File: src/rtl/serial_nibble_loader_pkg.sv
// Shared types and widths for the serial-to-nibble loader.
// The bit-insertion helper keeps bit ordering in one place.
package serial_nibble_loader_pkg;

    typedef enum logic {
        IDLE  = 1'b0,
        SHIFT = 1'b1
    } state_t;

    localparam int NIB_W    = 4;
    localparam int BITCNT_W = 2;
    localparam int NIBCNT_W = 8;

    // MSB-first shifts left so the first bit ends in bit 3; LSB-first shifts right.
    function automatic logic [NIB_W-1:0] shift_in(
        input logic [NIB_W-1:0] cur,
        input logic             bit_in,
        input logic             msb_first
    );
        if (msb_first)
            return {cur[NIB_W-2:0], bit_in};
        else
            return {bit_in, cur[NIB_W-1:1]};
    endfunction

endpackage

File: src/rtl/serial_nibble_loader.sv
// Deserialises a framed serial stream into nibbles, presenting each on D0..D3
// with a one-cycle CE strobe; tracks frame length and flags framing errors.
module serial_nibble_loader
    import serial_nibble_loader_pkg::*;
#(
    parameter bit MSB_FIRST     = 1'b1,
    parameter int FRAME_NIBBLES = 0
) (
    input  logic C,
    input  logic CLR,
    input  logic SI,
    input  logic SV,
    input  logic SOF,
    input  logic ERR_CLR,
    output logic D0,
    output logic D1,
    output logic D2,
    output logic D3,
    output logic CE,
    output logic BUSY,
    output logic ERR
);

    localparam logic [NIBCNT_W-1:0] FRAME_LEN = NIBCNT_W'(FRAME_NIBBLES);
    localparam bit                  BOUNDED   = (FRAME_NIBBLES != 0);
    localparam logic [NIBCNT_W-1:0] NIB_MAX   = '1;
    localparam logic [BITCNT_W-1:0] LAST_BIT  = '1;

    state_t                state, state_nxt;
    logic [BITCNT_W-1:0]   bit_cnt, bit_cnt_nxt, bit_base;
    logic [NIBCNT_W-1:0]   nib_cnt, nib_cnt_nxt, nib_base, nib_inc;
    logic [NIB_W-1:0]      sreg, sreg_nxt, nib_q;
    logic                  accept, load, err_set, ce_q, err_q;

    always_ff @(posedge C or posedge CLR) begin
        if (CLR) state <= IDLE;
        else     state <= state_nxt;
    end

    always_comb begin
        state_nxt   = state;
        bit_cnt_nxt = bit_cnt;
        nib_cnt_nxt = nib_cnt;
        sreg_nxt    = sreg;
        bit_base    = bit_cnt;
        nib_base    = nib_cnt;
        nib_inc     = nib_cnt;
        accept      = 1'b0;
        load        = 1'b0;
        err_set     = 1'b0;

        case (state)
            IDLE: begin
                if (SOF) begin
                    state_nxt = SHIFT;
                    accept    = 1'b1;
                    bit_base  = '0;
                    nib_base  = '0;
                end
            end
            SHIFT: begin
                accept = 1'b1;
                if (SOF) begin
                    // Restarting is always honoured; it is only an error if work is lost.
                    err_set  = (bit_cnt != '0) || (BOUNDED && (nib_cnt != '0));
                    bit_base = '0;
                    nib_base = '0;
                end
            end
            default: state_nxt = IDLE;
        endcase

        if (accept) begin
            bit_cnt_nxt = bit_base;
            nib_cnt_nxt = nib_base;
            if (SV) begin
                sreg_nxt    = shift_in(sreg, SI, MSB_FIRST);
                bit_cnt_nxt = bit_base + 1'b1;
                if (bit_base == LAST_BIT) begin
                    load        = 1'b1;
                    nib_inc     = (nib_base == NIB_MAX) ? nib_base : nib_base + 1'b1;
                    nib_cnt_nxt = nib_inc;
                    if (BOUNDED && (nib_inc == FRAME_LEN))
                        state_nxt = IDLE;
                end
            end
        end
    end

    always_ff @(posedge C or posedge CLR) begin
        if (CLR) begin
            bit_cnt <= '0;
            nib_cnt <= '0;
            sreg    <= '0;
            nib_q   <= '0;
            ce_q    <= 1'b0;
            err_q   <= 1'b0;
        end else begin
            bit_cnt <= bit_cnt_nxt;
            nib_cnt <= nib_cnt_nxt;
            sreg    <= sreg_nxt;
            ce_q    <= load;
            if (load)
                nib_q <= sreg_nxt;
            // A same-cycle set beats ERR_CLR.
            if (err_set)
                err_q <= 1'b1;
            else if (ERR_CLR)
                err_q <= 1'b0;
        end
    end

    assign {D3, D2, D1, D0} = nib_q;
    assign CE   = ce_q;
    assign BUSY = (state == SHIFT);
    assign ERR  = err_q;

endmodule
File: config.mk
export PLATFORM = sky130hd
export DESIGN_NAME = serial_nibble_loader
export DESIGN_NICKNAME = d
export VERILOG_FILES = /design/src/rtl/serial_nibble_loader_pkg.sv /design/src/rtl/serial_nibble_loader.sv
export SDC_FILE = /design/constraint.sdc
export NUM_CORES = 1
export LEC_CHECK = 0
export CORE_AREA = 10 10 47 49
export DETAILED_ROUTE_END_ITERATION = 10
export DIE_AREA = 0 0 57 59
export HOLD_SLACK_MARGIN = 0.05
export PLACE_DENSITY = 0.78
export SLEW_MARGIN = 40
export SYNTH_ARGS = -nofsm -noshare
export SYNTH_HDL_FRONTEND = slang
export SYNTH_SLANG_ARGS = --single-unit
File: constraint.sdc
create_clock -name C -period 1.94 [get_ports C]
set_input_delay 0.388 -clock C [delete_from_list [all_inputs] [get_ports C]]
set_output_delay 0.388 -clock C [all_outputs]
set_load 0.03 [all_outputs]
==> results by group <==
Route
  – Post-Route WL: approximately 970 um
  – Routed length per placed instance: 13.79 um
  – Total via count after detailed routing: approximately 340
  – Drt pass-1 iters: 3
  – Post-detailed-route DRC marker count: 0
  – Routed Antenna Nets: 0
  – Number of vias per cell: between 4 and 5
  – Count of routing violations after the opening detailed-route iteration: 4

Run
  – Max_cap viols: 0

Yosys
  – Leading register cell type out of synthesis: dfrtp_1
  – Gate count of the mapped netlist: 36
  – Portion of the post-synthesis area used by sequential elements: 0.5607
  – Top cells by instance count after synthesis: dfrtp_1 (12), inv_1 (4), mux2_4 (4)
  – Async set-reset flop share out of synthesis: 1.000
  – Number of enable-type register cells in the synthesized netlist: 0
  – Yosys top cell area share: 0.5607
  – Number of unique standard cell types used by synthesis: 16
  – Library cell occupying the most area in the post-synthesis netlist: dfrtp_1
  – Number of warnings reported in the yosys synthesis log: 0
  – Post-Synthesis Cell Area: around 540 um^2
  – Library cell with the highest instance count after synthesis: dfrtp_1
  – Register bit total from synthesis: 12
  – Synthesized area per cell: approximately 15 um^2
  – Nets in the synthesized netlist: 43
  – Synth area leaders: dfrtp_1 (56%), mux2_4 (11%), mux2_1 (6.3%)

Pwr
  – Ratio of total power to cell area: a little over 900 nW/um^2
  – Total Power Consumption: ~670 uW
  – Static leakage power: 0.3424 nW
  – Worst ir drop on vdd: approximately 0.48 mV

STA
  – Worst-case headroom to the max-slew limit: 0.6989
  – Total negative setup slack: 0 ns
  – Final hold violations: 0
  – Setup repair after global routing missed its margin: false
  – Slew @ Worst Pin: 0.4511 ns
  – Final setup fails: 0
  – Period utilisation layout: 0.8699
  – Final critical path time including I/O delays and setup: 1.688 ns
  – Max Slew Vio Count: 0
  – Achievable clock frequency: slightly below 0.6 GHz
  – Layout Skew: 0.001142 ns

Global routing
  – Antenna violations before repair: 0
  – Gr usage total: 0.06439
  – Vias in the first global route: roughly 390
  – Gr ovfl total: 0
  – Global-route wire length before repair: 1.683 mm
  – Maximum number of pins on one net before global-route repair: 13

Worst setup path
  – Largest fanout on the critical path: 2
  – Worst Setup End Kind: primary output
  – Largest delay contributor family on the critical path: buffers and inverters
  – Startpoint of the most critical register-to-register path: bit_cnt[0]
  – Arrival time of the worst setup path: 1.30 ns
  – Depth of the most critical reg-to-reg path: 4
  – R2R Path End: nib_q[0]
  – Data required time at the worst endpoint: 1.55 ns
  – Critical Path Max Stage Delay: a little under 0.7 ns
  – Worst R2R Setup Slack: between 0.5 and 0.6 ns
  – Crit path kind: register to primary output
  – Startpoint type of the worst setup path: register
  – Crit-path slowest cell: clkdlybuf4s50_1
  – Worst path bufs/invs: 1
  – CP Cell Sequence: clkdlybuf4s50_1

Die
  – Site Rows: 14
  – Core area: about 1400 um^2
  – I/O pins: 13
  – Die H: roughly 59 um
  – Starting density of the core: 0.3821
  – Die Wd: roughly 57 um
  – Total die area: between 3000 and 4000 um^2

Clock network
  – Hold-fix buffer count after cts: 0
  – Maximum clock path buffer count: 2
  – Number of buffers created by CTS: 3
  – Post-CTS setup buffers: 0
  – Reg clk slew, reported paths: about 0.070 ns
  – Buffer type at the clock tree root: clkbuf_4
  – Sink Count: 12
  – TritonCTS clock tree: yes
  – Max H-tree Level: 1
  – Post-CTS sizing: 0
  – Later-pin clock latency in the skew report: 0.26 ns

Placement
  – Placer Congestion: between 0.6 and 0.7
  – Quantity of I/O buffers inserted on ports: 12

Finish
  – Area Overhead vs Synth: 34.58%
  – Proportion of layout cells with a drive suffix above 1: 0.2778
  – Net total in the final layout: 63
  – Diode count: 0

Hold path
  – Class of the most critical hold timing path: input port to asynchronous set/reset pin

Status
  – Outcome: finished clean
[placed cells by master, fill, tap and decap left out]
cell,n
a32o_2,1
buf_4,3
or2_1,1
and2_2,1
clkbuf_4,3
nand2_1,1
a221oi_2,1
nor2b_1,2
o21ai_0,1
o211ai_1,1
mux2_1,3
o211ai_4,1
clkdlybuf4s50_1,12
inv_1,4
dfrtp_1,12
and2b_1,1
ha_1,1
mux2_4,4
o21ai_4,1
[logic make-up (layout without fill, tap and decap cells)]
group,Yosys count,after routing,share of synthesized area
adders and majority gates,1,1,0.02336
muxes,7,7,0.1752
buffers and inverters,4,22,0.02803
DFF,12,12,0.5608
and+or+nand+nor,6,6,0.07010
AOI/OAI and AO/OA,6,6,0.1425
[state kept, by name (all words and copies together), names as in the netlist]
signal,cells
bit_cnt,2
BUSY,1
nib_q,4
CE,1
ERR,1
sreg,3
[layout make-up]
class	count	area [um^2]
inverters	4	15.01
flip-flops and latches	12	300.3
fillers	138	680.7
multi-input cells	20	220.2
well taps	16	20.02
clock buffers	3	22.52
repair buffers	15	142.6
[power by group]
part | total, mW | switching [mW] | internal [mW]
Combinational | 0.212 | 0.102 | 0.110
Clock | 0.142 | 0.0701 | 0.0716
Sequential | 0.318 | 0.0238 | 0.294
[layer usage]
layer  global-route usage  part of all wire  vias up
met1              0.05672              0.39      166
li1                     -                 -      162
met5                    0                 0        -
met3              0.03648              0.10        0
met2               0.1116              0.51        9
met4              0.04027                 0        0
[stage by stage]
step	setup WS [ns]	cell area, um^2	utilization	cells	hold slack, ns
after floorplan	0.6132	535.5	-	36	0.2527
after global placement	0.08745	698.2	0.4982	67	0.4779
after detailed placement	0.05086	698.2	0.4982	67	0.4811
after CTS	0.2253	720.7	0.5143	70	0.4356
after global routing	0.2024	720.7	0.5143	70	0.4620
final	0.2523	720.7	0.5143	70	0.4300
[worst max path at each step]
stage | cells after the start | startpoint | end
final | 1 | nib_q[0] | D0
after global routing | 1 | nib_q[0] | D0
after CTS | 1 | nib_q[0] | D0
after detailed placement | 5 | SOF | nib_q[0]
after global placement | 5 | SOF | nib_q[1]
after floorplan | 2 | BUSY | nib_q[0]
Note: power is estimated with default switching activity, not from simulation.
